===== src/rtl/n64_pkg.sv =====
// ============================================================================
// n64_pkg : command codes and receiver state encoding shared by the N64 blocks
// Revision: 1.0
// ============================================================================
`default_nettype none

package n64_pkg;

  localparam logic [7:0] CMD_IDENTITY = 8'h00;
  localparam logic [7:0] CMD_POLL     = 8'h01;
  localparam logic [7:0] CMD_READ     = 8'h02;
  localparam logic [7:0] CMD_WRITE    = 8'h03;
  localparam logic [7:0] CMD_RESET    = 8'hFF;

  typedef enum logic [1:0] {
    ST_IDLE  = 2'd0,
    ST_LOW   = 2'd1,
    ST_HIGH  = 2'd2,
    ST_DRAIN = 2'd3
  } rx_state_t;

  // Commands followed by an address/data payload that this receiver skips
  function automatic logic is_payload_cmd(input logic [7:0] code);
    return (code == CMD_READ) || (code == CMD_WRITE);
  endfunction

endpackage

`default_nettype wire


===== src/rtl/n64_sync_edge.sv =====
// ============================================================================
// n64_sync_edge : 2-FF synchroniser for an idle-high line plus edge detect
// Revision: 1.0
// ============================================================================
`default_nettype none

module n64_sync_edge (
  input  logic sys_clk,
  input  logic rst_n,
  input  logic d_in,
  output logic level,
  output logic fall,
  output logic rise
);

  logic [1:0] r_sync;
  logic       r_prev;

  // Reset to the idle-high level so release of reset never looks like an edge
  always_ff @(posedge sys_clk or negedge rst_n) begin
    if (!rst_n) begin
      r_sync <= 2'b11;
      r_prev <= 1'b1;
    end else begin
      r_sync <= {r_sync[0], d_in};
      r_prev <= r_sync[1];
    end
  end

  assign level = r_sync[1];
  assign fall  = r_prev & ~r_sync[1];
  assign rise  = ~r_prev & r_sync[1];

endmodule

`default_nettype wire


===== src/rtl/n64_receive_command.sv =====
// ============================================================================
// n64_receive_command : decodes console command bytes on the N64 data line
// and pulses the matching response trigger after a valid stop bit.
// Revision: 1.0
// ============================================================================
`default_nettype none

module n64_receive_command
  import n64_pkg::*;
#(
  parameter int CYC_PER_US  = 50,
  parameter int THRESH_CYC  = 2 * CYC_PER_US,
  parameter int TIMEOUT_CYC = 8 * CYC_PER_US
) (
  input  logic       sys_clk,
  input  logic       rst_n,
  input  logic       n64d_in,
  input  logic       tx_busy,
  output logic [7:0] cmd_byte,
  output logic       cmd_valid,
  output logic       trig_identity,
  output logic       trig_poll,
  output logic       trig_reset,
  output logic       rx_err,
  output logic       rx_busy
);

  localparam logic [15:0] c_thresh  = 16'(THRESH_CYC);
  localparam logic [15:0] c_timeout = 16'(TIMEOUT_CYC);
  localparam logic [3:0]  c_nbits   = 4'd8;

  logic       w_level, w_fall, w_rise;
  rx_state_t  r_state, w_state_nxt;
  logic [3:0] r_bit_cnt, w_bit_cnt_nxt;
  logic [7:0] r_sh, w_sh_nxt;
  logic [15:0] r_cnt;
  logic       w_commit, w_err, w_timeout, w_short;

  logic [7:0] r_cmd_byte;
  logic       r_cmd_valid, r_trig_identity, r_trig_poll, r_trig_reset, r_rx_err;

  n64_sync_edge u_sync (
    .sys_clk (sys_clk),
    .rst_n   (rst_n),
    .d_in    (n64d_in),
    .level   (w_level),
    .fall    (w_fall),
    .rise    (w_rise)
  );

  assign w_timeout = (r_cnt >= c_timeout);
  assign w_short   = (r_cnt <  c_thresh);

  always_ff @(posedge sys_clk or negedge rst_n) begin
    if (!rst_n) begin
      r_state <= ST_IDLE;
    end else begin
      r_state <= w_state_nxt;
    end
  end

  // Edges are tested before timeouts so a coincident edge always wins
  always_comb begin
    w_state_nxt   = r_state;
    w_bit_cnt_nxt = r_bit_cnt;
    w_sh_nxt      = r_sh;
    w_commit      = 1'b0;
    w_err         = 1'b0;
    if (tx_busy) begin
      w_state_nxt = ST_IDLE;
    end else begin
      case (r_state)
        ST_IDLE: begin
          if (w_fall) begin
            w_state_nxt   = ST_LOW;
            w_bit_cnt_nxt = 4'd0;
          end
        end
        ST_LOW: begin
          if (w_rise) begin
            if (r_bit_cnt < c_nbits) begin
              w_sh_nxt      = {r_sh[6:0], w_short};
              w_bit_cnt_nxt = r_bit_cnt + 4'd1;
              w_state_nxt   = ST_HIGH;
            end else begin
              w_commit    = w_short;
              w_err       = ~w_short;
              w_state_nxt = ST_IDLE;
            end
          end else if (w_timeout) begin
            w_err       = 1'b1;
            w_state_nxt = ST_IDLE;
          end
        end
        ST_HIGH: begin
          if (w_fall) begin
            w_state_nxt = ST_LOW;
          end else if (w_timeout) begin
            w_err       = 1'b1;
            w_state_nxt = ST_IDLE;
          end else if ((r_bit_cnt == c_nbits) && is_payload_cmd(r_sh)) begin
            w_state_nxt = ST_DRAIN;
          end
        end
        ST_DRAIN: begin
          // Counter is cleared on each edge, so this is time since the last rise
          if (w_level && !w_rise && w_timeout) begin
            w_state_nxt = ST_IDLE;
          end
        end
        default: w_state_nxt = ST_IDLE;
      endcase
    end
  end

  always_ff @(posedge sys_clk or negedge rst_n) begin
    if (!rst_n) begin
      r_bit_cnt       <= 4'd0;
      r_sh            <= 8'h00;
      r_cnt           <= 16'h0000;
      r_cmd_byte      <= 8'h00;
      r_cmd_valid     <= 1'b0;
      r_trig_identity <= 1'b0;
      r_trig_poll     <= 1'b0;
      r_trig_reset    <= 1'b0;
      r_rx_err        <= 1'b0;
    end else begin
      r_bit_cnt <= w_bit_cnt_nxt;
      r_sh      <= w_sh_nxt;
      if (w_fall || w_rise) begin
        r_cnt <= 16'h0000;
      end else if (r_cnt != 16'hFFFF) begin
        r_cnt <= r_cnt + 16'd1;
      end
      if (w_commit) begin
        r_cmd_byte <= r_sh;
      end
      r_cmd_valid     <= w_commit;
      r_trig_identity <= w_commit && ((r_sh == CMD_IDENTITY) || (r_sh == CMD_RESET));
      r_trig_poll     <= w_commit && (r_sh == CMD_POLL);
      r_trig_reset    <= w_commit && (r_sh == CMD_RESET);
      r_rx_err        <= w_err;
    end
  end

  assign cmd_byte      = r_cmd_byte;
  assign cmd_valid     = r_cmd_valid;
  assign trig_identity = r_trig_identity;
  assign trig_poll     = r_trig_poll;
  assign trig_reset    = r_trig_reset;
  assign rx_err        = r_rx_err;
  assign rx_busy       = (r_state != ST_IDLE);

endmodule

`default_nettype wire


===== config.mk =====
export PLATFORM = sky130hd
export DESIGN_NAME = n64_receive_command
export DESIGN_NICKNAME = d
export VERILOG_FILES = /design/src/rtl/n64_pkg.sv /design/src/rtl/n64_sync_edge.sv /design/src/rtl/n64_receive_command.sv
export SDC_FILE = /design/constraint.sdc
export NUM_CORES = 1
export LEC_CHECK = 0
export CORE_UTILIZATION = 35
export CTS_BUF_LIST = sky130_fd_sc_hd__clkbuf_16
export DETAILED_ROUTE_END_ITERATION = 10
export SKIP_CTS_REPAIR_TIMING = 1
export SYNTH_ARGS = -nofsm -noshare
export SYNTH_HDL_FRONTEND = slang
export SYNTH_SLANG_ARGS = --single-unit

===== constraint.sdc =====
create_clock -name sys_clk -period 2.1 [get_ports sys_clk]
set_input_delay 0.42 -clock sys_clk [delete_from_list [all_inputs] [get_ports sys_clk]]
set_output_delay 0.42 -clock sys_clk [all_outputs]
set_load 0.01 [all_outputs]

* Word-level counts from Yosys, hierarchy flattened
Index checks and enable logic that the tools add are counted.
** Storage, ports and cells
- Bits in registers :: 46
- Logic and storage cells :: 83
- Bits of input ports :: 4
- Output and inout port bits :: 14
** Cells by class
- Add/sub/neg operators :: 2
- Bitwise gates (word level) :: 6
- Equality and inequality tests :: 16
- Muxes and demuxes :: 26
- Reduce and logical (&&, ||, !) cells :: 18
- $lt $le $gt $ge :: 3
** Operators by type and width (number)
- $mux 16 :: 2
- $mux 2 :: 9
- $add 16x1->16 const B :: 1
- $eq 8x2->1 const B :: 2
- $ge 16x9->1 const B :: 1
- $lt 16x7->1 const B :: 1
- $ne 16x16->1 const B :: 1
- $mux 4 :: 3
- $mux 1 :: 9
- $eq 8x1->1 const B :: 1
- $eq 8x8->1 const B :: 1
- $logic_not 8->1 :: 1
- $pmux 2 s4 :: 1
- $pmux 4 s2 :: 1
- $reduce_and 4->1 :: 2
- $logic_and 1x1->1 :: 6
- $ne 2x2->1 const B :: 3
- $ne 3x3->1 const B :: 2
- $reduce_bool 2->1 :: 3
- $ne 5x5->1 const B :: 1
- $reduce_and 5->1 :: 1
- $add 4x1->4 const B :: 1
- $eq 2x2->1 const B :: 2
- $eq 4x4->1 const B :: 1
- 9 further kinds :: 15

* Depth between registers and ports, before layout
Gate-level depths: netlist of run 1.
- Depth after elaboration :: 8
- Mapped depth :: 8

* Cells and area by module
From an unflattened synthesis of run 1, not the netlist that was laid out.
** Second synthesis, totals
- Cells, all modules :: 223
- Area, all modules :: 2331.0 um^2
** By module, submodules not included
- n64_receive_command :: cells an instance 218, instances 1, area an instance 2237.1 um^2
- n64_sync_edge :: cells an instance 5, instances 1, area an instance 93.8 um^2

* Worst setup path after synthesis of run 1
OpenSTA, ideal clock, no wires.
- Path kind :: register to register
- Start point :: register r_state[1]
- End point :: register r_bit_cnt[0]
- Cell stages (with the launch flop) :: 7
- Buffers on the path :: 0
- Period minus slack after synthesis :: 1.783 ns
- Required time :: 1.975 ns
- Slack :: 0.317 ns
- Arrival time :: 1.658 ns
- Cells stage by stage :: dfrtp_1 inv_1 ha_1 inv_1 a2111oi_2 nand2_1 mux2_2
** Between the ends
- Cells in the longest elaborated chain, start to end :: 3
- Elaborated cells on any way between the ends :: 8
- Classes of those cells :: eq/ne: 4; mux: 1; reduce/logical: 3
** RTL lines
- start, declared :: line n64_receive_command.sv:33 : rx_state_t r_state, w_state_nxt;
- start signal, assigned :: line n64_receive_command.sv:58 : r_state <= w_state_nxt;
- $eq 2x1->1 or $logic_not 2->1 (tied branches) :: line n64_receive_command.sv:72 : case (r_state)
- $ne 2x2->1 (no line) or $reduce_bool 2->1 (tied branches)
- $reduce_and 5->1 (no line)
- end signal, assigned :: line n64_receive_command.sv:128 : r_bit_cnt <= w_bit_cnt_nxt;
- end, declared :: line n64_receive_command.sv:34 : logic [3:0] r_bit_cnt, w_bit_cnt_nxt;
Parallel ways exist; a longest one is shown, timed or not.
A chain may end at the register's enable or synchronous reset.

* Worst setup path after layout of run 1
- Start point :: register r_state[0]
- End point :: output rx_busy
** Between the ends
- Cells in the longest elaborated chain, start to end :: 1
** RTL lines
- $reduce_bool 2->1 :: line n64_receive_command.sv:152 : assign rx_busy = (r_state != ST_IDLE);
- end, declared :: line n64_receive_command.sv:25 : output logic rx_busy
Every way passes these cells.

==> results of run 1 <==
synth_stat cells (2+ instances only):
| library cell | n |
|---|---|
| clkbuf_1 | 3 |
| a21oi_1 | 6 |
| ha_1 | 12 |
| o21ai_1 | 4 |
| mux2i_1 | 2 |
| and3_1 | 3 |
| nor2b_1 | 4 |
| inv_1 | 16 |
| mux2_2 | 9 |
| nand2_1 | 15 |
| o31ai_1 | 3 |
| nand3_1 | 2 |
| dfstp_2 | 3 |
| nand4_1 | 6 |
| mux2_1 | 9 |
| and4_1 | 3 |
| o311ai_0 | 2 |
| nand2b_1 | 2 |
| nor2_1 | 22 |
| nor3_1 | 8 |
| o21ai_0 | 2 |
| xnor2_1 | 3 |
| a211oi_1 | 3 |
| a31oi_1 | 4 |
| or4_1 | 2 |
| xor2_1 | 6 |
| o2111ai_1 | 2 |
| dfrtp_1 | 43 |
| nor4_1 | 3 |
stage by stage:
step                worst slack, ns  utilization (%)  total power, W
floorplan                     0.317                -         0.00128
global placement              0.136             41.4         0.00139
detailed placement            0.131             41.4         0.00140
CTS                          0.0540             43.8         0.00223
global route                -0.0151             44.0         0.00235
finish                       0.0743             44.0         0.00222
worst max path at each step:
stage | end | cells after the start | slack [ns] | from
2_1_floorplan | r_bit_cnt[0]$_DFFE_PN0P_ | 6 | 0.32 | r_state[1]$_DFFE_PN0P_
3_3_place_gp | cmd_byte[7]$_DFFE_PN0P_ | 6 | 0.14 | tx_busy
3_5_place_dp | cmd_byte[7]$_DFFE_PN0P_ | 6 | 0.13 | tx_busy
4_1_cts | rx_busy | 4 | 0.05 | r_state[0]$_DFFE_PN0P_
5_1_grt | rx_busy | 4 | -0.02 | r_state[0]$_DFFE_PN0P_
6_report | rx_busy | 4 | 0.07 | r_state[0]$_DFFE_PN0P_
cell usage in the layout, fill, tap and decap left out, drive strengths merged, types with 4 or more instances in the layout:
cell,Yosys,routed
a21oi,6,6
a31oi,4,4
and3,4,4
buf,3,13
clkbuf,3,5
clkdlybuf4s50,0,16
dfrtp,43,43
ha,12,12
inv,16,18
mux2,18,18
nand2,15,15
nand4,6,6
nor2,22,22
nor2b,4,4
nor3,9,9
o21ai,6,6
xor2,6,6
flip-flops by register name, summed over array words and instances (netlist names):
signal,flops
r_cnt,16
rx_err,1
cmd_byte,8
u_sync.r_sync,2
trig_poll,1
trig_identity,1
trig_reset,1
r_state,2
r_sh,8
r_bit_cnt,4
u_sync.r_prev,1
cmd_valid,1
per-layer routing:
metal  vias up  wire [um]  GRT usage, %
met5         -          0             0
met4         0         62          4.70
met3         7        109          2.57
met2        27       2040          22.6
met1       820       2230          19.0
li1        827          -             -
critical path, cell delays in order, from the launching register on:
cell	delay, ns
dfrtp_1	0.38
inv_1	0.10
ha_1	0.21
inv_1	0.08
clkdlybuf4s50_1	0.53
power groups by stage:
stage	logic [W]	clock network [W]	registers (W)
detailed placement	0.000348	0	0.00105
global route	0.000409	0.000893	0.00105
global placement	0.000344	0	0.00105
CTS	0.000350	0.000849	0.00104
finish	0.000358	0.000826	0.00104
floorplan	0.000247	0	0.00103
cell families (layout without fill, tap and decap cells):
logic type                 after synthesis  count (layout)  synth area share [%]
xor gates and xnor gates                 9               9                  3.35
adders and majority gates               12              12                  6.38
muxes                                   20              20                  9.47
AOI/OAI and AO/OA                       33              33                  10.6
DFF                                     46              46                  49.1
buffers and inverters                   22              53                  4.04
and+or+nand+nor                         76              76                  17.1
cell type report:
cell class / instances / area, um2 / share of cell area, %
Clock buffer: 5 / 125 / 4.43
Clock inverter: 3 / 28.8 / 1.02
Inverter: 16 / 60.1 / 2.13
Multi-Input combinational cell: 150 / 1100 / 39.1
Sequential cell: 46 / 1150 / 40.9
Tap cell: 77 / 96.3 / 3.41
Timing Repair Buffer: 29 / 255 / 9.04
==> results.json, run 1 <==
{
  "setup_tns_ns": 0,
  "power.switching_w": 0.000648,
  "report.final.hold_viol_count": 0,
  "fin_area_um2": 2820,
  "nNetsFinal": 264,
  "cts.sinks": 46,
  "place_area_um2": 2660,
  "drt_iter0_drc": 50,
  "rr_startpoint": "r_cnt[10]$_DFFE_PN0P_",
  "status": "finished with violations",
  "netlist_instances": 218,
  "drtAntennaViolNets": 0,
  "cts_max_level": 2,
  "power.leakage_nw": 1.24,
  "switching_share_pct": 29.2,
  "clock_latency_ns": 0.29,
  "drcViolationCount": 2,
  "skew_ns": 0.00796,
  "final_max_slew_viol_count": 0,
  "hpwl_um": 3210,
  "power.density_nw_per_um2": 786,
  "grt_pass1_wl_um": 7960,
  "fmax_mhz": 494,
  "gp_congestion": 0.798,
  "ys_async_sr_fraction_pct": 100,
  "crit_fanout": 4,
  "relSlewSlack_pct": 69.0,
  "synth_edf_count": 0,
  "tightest_slew_ns": 0.465,
  "r2r_slack_ns": 0.10,
  "dp_cells": 317,
  "syn_area_um2": 2350,
  "first_pass_iters": 7,
  "start_util_pct": 36.6,
  "synth_seq_cells": 46,
  "setup_violations": 0,
  "grt_pass1_vias": 1672,
  "routedWlPerCell_um": 13.6,
  "seq_power_share_pct": 46.7,
  "pin_count": 18,
  "clkPwrFrac_pct": 37.2,
  "required_ns": 1.68,
  "synthTopCellsByArea": "dfrtp_1 (46%), ha_1 (6.4%), mux2_1 (4.3%)",
  "yosysUniqueCellTypes": 45,
  "drive_gt1_share_pct": 15.7,
  "fin_crit_ns": 2.03,
  "clk_pin_slew_ns": 0.07,
  "max_cap_violations": 0,
  "yosys.area.top_type": "dfrtp_1",
  "vias": 1681,
  "cp-end-kind": "output port",
  "antenna_found_initial": 0,
  "hold_path_class": "input port to asynchronous set/reset pin",
  "period_share_pct": 96.5,
  "core_area_um2": 6420,
  "cellInternalPower_w": 0.00157,
  "synth_top_area_share_pct": 45.7,
  "die_x_um": 84.0,
  "violations": "DRC",
  "num_rows": 29,
  "numPortBuffers": 17,
  "area_delta_synth_final_pct": 20.0,
  "synth-main-ff-cell": "dfrtp_1",
  "fillerInstances": 605,
  "stdcell_count": 326,
  "worst-r2r-cell-count": 5,
  "crit_path_start_kind": "register",
  "syn-num-nets": 234,
  "grt_start_max_net_pins": 21,
  "arrival_ns": 1.61,
  "comb_power_share_pct": 16.1,
  "num_antenna_cells": 0,
  "synth_warnings": 0,
  "clk_path_buf_depth": 2,
  "root_buffer": "clkbuf_16",
  "peakVddDrop_v": 0.000313,
  "fp.dieH_um": 84.0,
  "tritoncts": "done",
  "ys_seq_area_share_pct": 49.1,
  "wl_um": 4440,
  "syn-mean-instance-area_um2": 10.8,
  "drt-vias-per-instance": 5.16,
  "fin_worst_hold_slack_ns": 0.0617,
  "reg2reg_to": "r_state[1]$_DFFE_PN0P_",
  "grt_usage_pct": 14.0,
  "die_area_um2": 7050,
  "critPathKind": "register to output port",
  "grt-ovfl-total": 0,
  "numCtsBuffers": 5
}
(Power assumes the default switching activity.)
==> run 2, diff against run 1 <==
--- a/config.mk
+++ b/config.mk
@@ -5,10 +5,10 @@
 export SDC_FILE = /design/constraint.sdc
 export NUM_CORES = 1
 export LEC_CHECK = 0
-export CORE_UTILIZATION = 35
+export CORE_UTILIZATION = 58
 export CTS_BUF_LIST = sky130_fd_sc_hd__clkbuf_16
 export DETAILED_ROUTE_END_ITERATION = 10
-export SKIP_CTS_REPAIR_TIMING = 1
+export PLACE_DENSITY = 0.79
 export SYNTH_ARGS = -nofsm -noshare
 export SYNTH_HDL_FRONTEND = slang
 export SYNTH_SLANG_ARGS = --single-unit
==> run 2 against run 1 <==
Against the previous run:
- the run now ends clean
- sequential power about the same
- sequential share of layout area increased by 1.1 points
- sequential cell count unchanged
- register-to-register slack about the same
- maximum frequency about the same
- critical endpoint unchanged
- wire length decreased by 4.1%
- cell count decreased by 10%
- setup slack got worse by 0.00094 ns
- clock skew decreased by 0.0038 ns
- global-route usage increased by 9.7 points
- total power decreased by 4.5%
==> results.json, run 2 (synthesized netlist as in run 1, its figures left out) <==
{
  "root_buffer": "clkbuf_16",
  "num_rows": 22,
  "final_cell_mix": "dfrtp_1 (43), nor2_1 (22), inv_1 (17)",
  "hold_path_class": "input port to asynchronous set/reset pin",
  "fin_area_um2": 2750,
  "largest_register_ffs": 16,
  "max_cap_violations": 0,
  "drive_gt1_share_pct": 13.9,
  "crit_fanout": 4,
  "numPortBuffers": 17,
  "arrival_ns": 1.61,
  "skew_ns": 0.00419,
  "report.final.hold_viol_count": 0,
  "peakVddDrop_v": 0.000429,
  "grt-ovfl-total": 0,
  "worst-r2r-cell-count": 8,
  "clkPwrFrac_pct": 34.4,
  "seq_power_share_pct": 49.1,
  "drtAntennaViolNets": 0,
  "grt_usage_pct": 23.8,
  "final_max_slew_viol_count": 0,
  "drcViolationCount": 0,
  "first_pass_iters": 4,
  "comb_power_share_pct": 16.5,
  "tritoncts": "done",
  "area_delta_synth_final_pct": 16.8,
  "power_w": 0.00212,
  "power.switching_w": 0.000580,
  "grt_pass1_wl_um": 7700,
  "nNetsFinal": 260,
  "hpwl_um": 2870,
  "pin_count": 18,
  "slowest_delay_ns": 0.54,
  "cts_max_level": 2,
  "worst_path_most_repeated_cell": "inv_1",
  "top_register": "r_cnt",
  "clock_latency_ns": 0.28,
  "timing.critical_path.buf_inv": 3,
  "gp_congestion": 0.782,
  "place_area_um2": 2600,
  "status": "finished clean",
  "wl_um": 4260,
  "cts.sinks": 46,
  "switching_share_pct": 27.3,
  "critPathKind": "register to output port",
  "r2r_slack_ns": 0.11,
  "crit_path_start_kind": "register",
  "cellInternalPower_w": 0.00154,
  "rr_startpoint": "r_state[1]$_DFFE_PN0P_",
  "cp_cell_sequence": "inv_1 > ha_1 > inv_1 > clkdlybuf4s50_1",
  "cp_top_family": "buffers and inverters",
  "tightest_slew_ns": 0.566,
  "fin_crit_ns": 2.03,
  "start_util_pct": 62.4,
  "relSlewSlack_pct": 62.3,
  "numCtsBuffers": 5,
  "fin_worst_hold_slack_ns": 0.215,
  "reg2reg_to": "cmd_byte[7]$_DFFE_PN0P_",
  "antenna_found_initial": 0,
  "drt-vias-per-instance": 5.75,
  "cpMaxStageDelayCell": "clkdlybuf4s50_1",
  "setup_tns_ns": 0,
  "grt_start_max_net_pins": 47,
  "fillerInstances": 295,
  "core_area_um2": 3770,
  "required_ns": 1.68,
  "power.density_nw_per_um2": 772,
  "setup_violations": 0,
  "cp-end-kind": "output port",
  "vias": 1685,
  "cts-hold-fix-buffers": 0,
  "grt_pass1_vias": 1727,
  "fmax_mhz": 493,
  "fin_util_pct": 72.8,
  "drt_iter0_drc": 101,
  "die_x_um": 65.7,
  "final_common_cell": "dfrtp_1",
  "die_area_um2": 4310,
  "clk_pin_slew_ns": 0.06,
  "fp.dieH_um": 65.7,
  "rsz0062_at_grt": "false",
  "routedWlPerCell_um": 14.5,
  "period_share_pct": 96.5,
  "power.leakage_nw": 1.23,
  "num_antenna_cells": 0,
  "clk_path_buf_depth": 2
}
==> run 2: cell types whose count changed in the layout (fill, tap and decap cells not counted) <==
| cell | change |
|---|---|
| buf_4 | -4 |
| clkinv_1 | +1 |
| clkinv_2 | +1 |
| clkinv_4 | -1 |
| inv_1 | +1 |
| inv_6 | -1 |
| inv_8 | -1 |
| nor4_1 | -1 |
| nor4_2 | +1 |
| o311ai_0 | -1 |
| o311ai_1 | +1 |
==> run 2: power by group through the flow <==
stage	combinational [W]	clock, W	sequential [W]
final	0.000350	0.000730	0.00104
after global routing	0.000397	0.000797	0.00105
after CTS	0.000359	0.000752	0.00104
after detailed placement	0.000347	0	0.00105
after global placement	0.000338	0	0.00105
after floorplan	0.000247	0	0.00103
==> run 2: metrics by stage <==
| stage | worst slack [ns] | instances |
|---|---|---|
| 6_report | 0.0733 | 293 |
| 2_1_floorplan | 0.317 | 218 |
| 3_3_place_gp | 0.157 | 285 |
| 4_1_cts | 0.0695 | 293 |
| 5_1_grt | 0.00766 | 293 |
| 3_5_place_dp | 0.0988 | 285 |
==> run 2: layout make-up <==
| class | count | area, um2 | share of cell area [%] |
|---|---|---|---|
| Tap cell | 48 | 60.1 | 2.19 |
| Multi-Input combinational cell | 150 | 1110 | 40.4 |
| Timing Repair Buffer | 25 | 225 | 8.20 |
| Clock buffer | 5 | 125 | 4.56 |
| Clock inverter | 3 | 12.5 | 0.456 |
| Sequential cell | 46 | 1150 | 42.1 |
| Inverter | 16 | 60.1 | 2.19 |
==> run 2: worst max path at each step <==
| stage | depth (start not counted) | startpoint | endpoint | slack, ns |
|---|---|---|---|---|
| after floorplan | 6 | r_state[1]$_DFFE_PN0P_ | r_bit_cnt[0]$_DFFE_PN0P_ | 0.32 |
| after global placement | 6 | tx_busy | cmd_byte[7]$_DFFE_PN0P_ | 0.16 |
| after detailed placement | 6 | tx_busy | cmd_byte[2]$_DFFE_PN0P_ | 0.1 |
| after CTS | 4 | r_state[0]$_DFFE_PN0P_ | rx_busy | 0.07 |
| after global routing | 8 | r_state[1]$_DFFE_PN0P_ | cmd_byte[7]$_DFFE_PN0P_ | 0.008 |
| final | 4 | r_state[0]$_DFFE_PN0P_ | rx_busy | 0.07 |
==> run 2: metal layers <==
metal | routed length, um | vias to the layer above | GRT usage [%]
met5 | 0 | - | 0
met4 | 59 | 0 | 8.97
met3 | 126 | 5 | 5.90
met2 | 2070 | 29 | 39.5
met1 | 2000 | 822 | 29.6
li1 | - | 829 | -
==> run 2: timing repair <==
item / CTS / global route
gates resized for setup: 0 / 2
hold endpoints to repair: 0 / 0
setup buffers: 0 / 0
setup endpoints to repair: 0 / 2
==> run 3, diff against run 2 <==
--- a/config.mk
+++ b/config.mk
@@ -9,6 +9,7 @@
 export CTS_BUF_LIST = sky130_fd_sc_hd__clkbuf_16
 export DETAILED_ROUTE_END_ITERATION = 10
 export PLACE_DENSITY = 0.79
+export SKIP_CTS_REPAIR_TIMING = 1
 export SYNTH_ARGS = -nofsm -noshare
 export SYNTH_HDL_FRONTEND = slang
 export SYNTH_SLANG_ARGS = --single-unit
==> results of run 3 <==
Same layout as run 2: the final DEF is identical, and so are final timing and power.
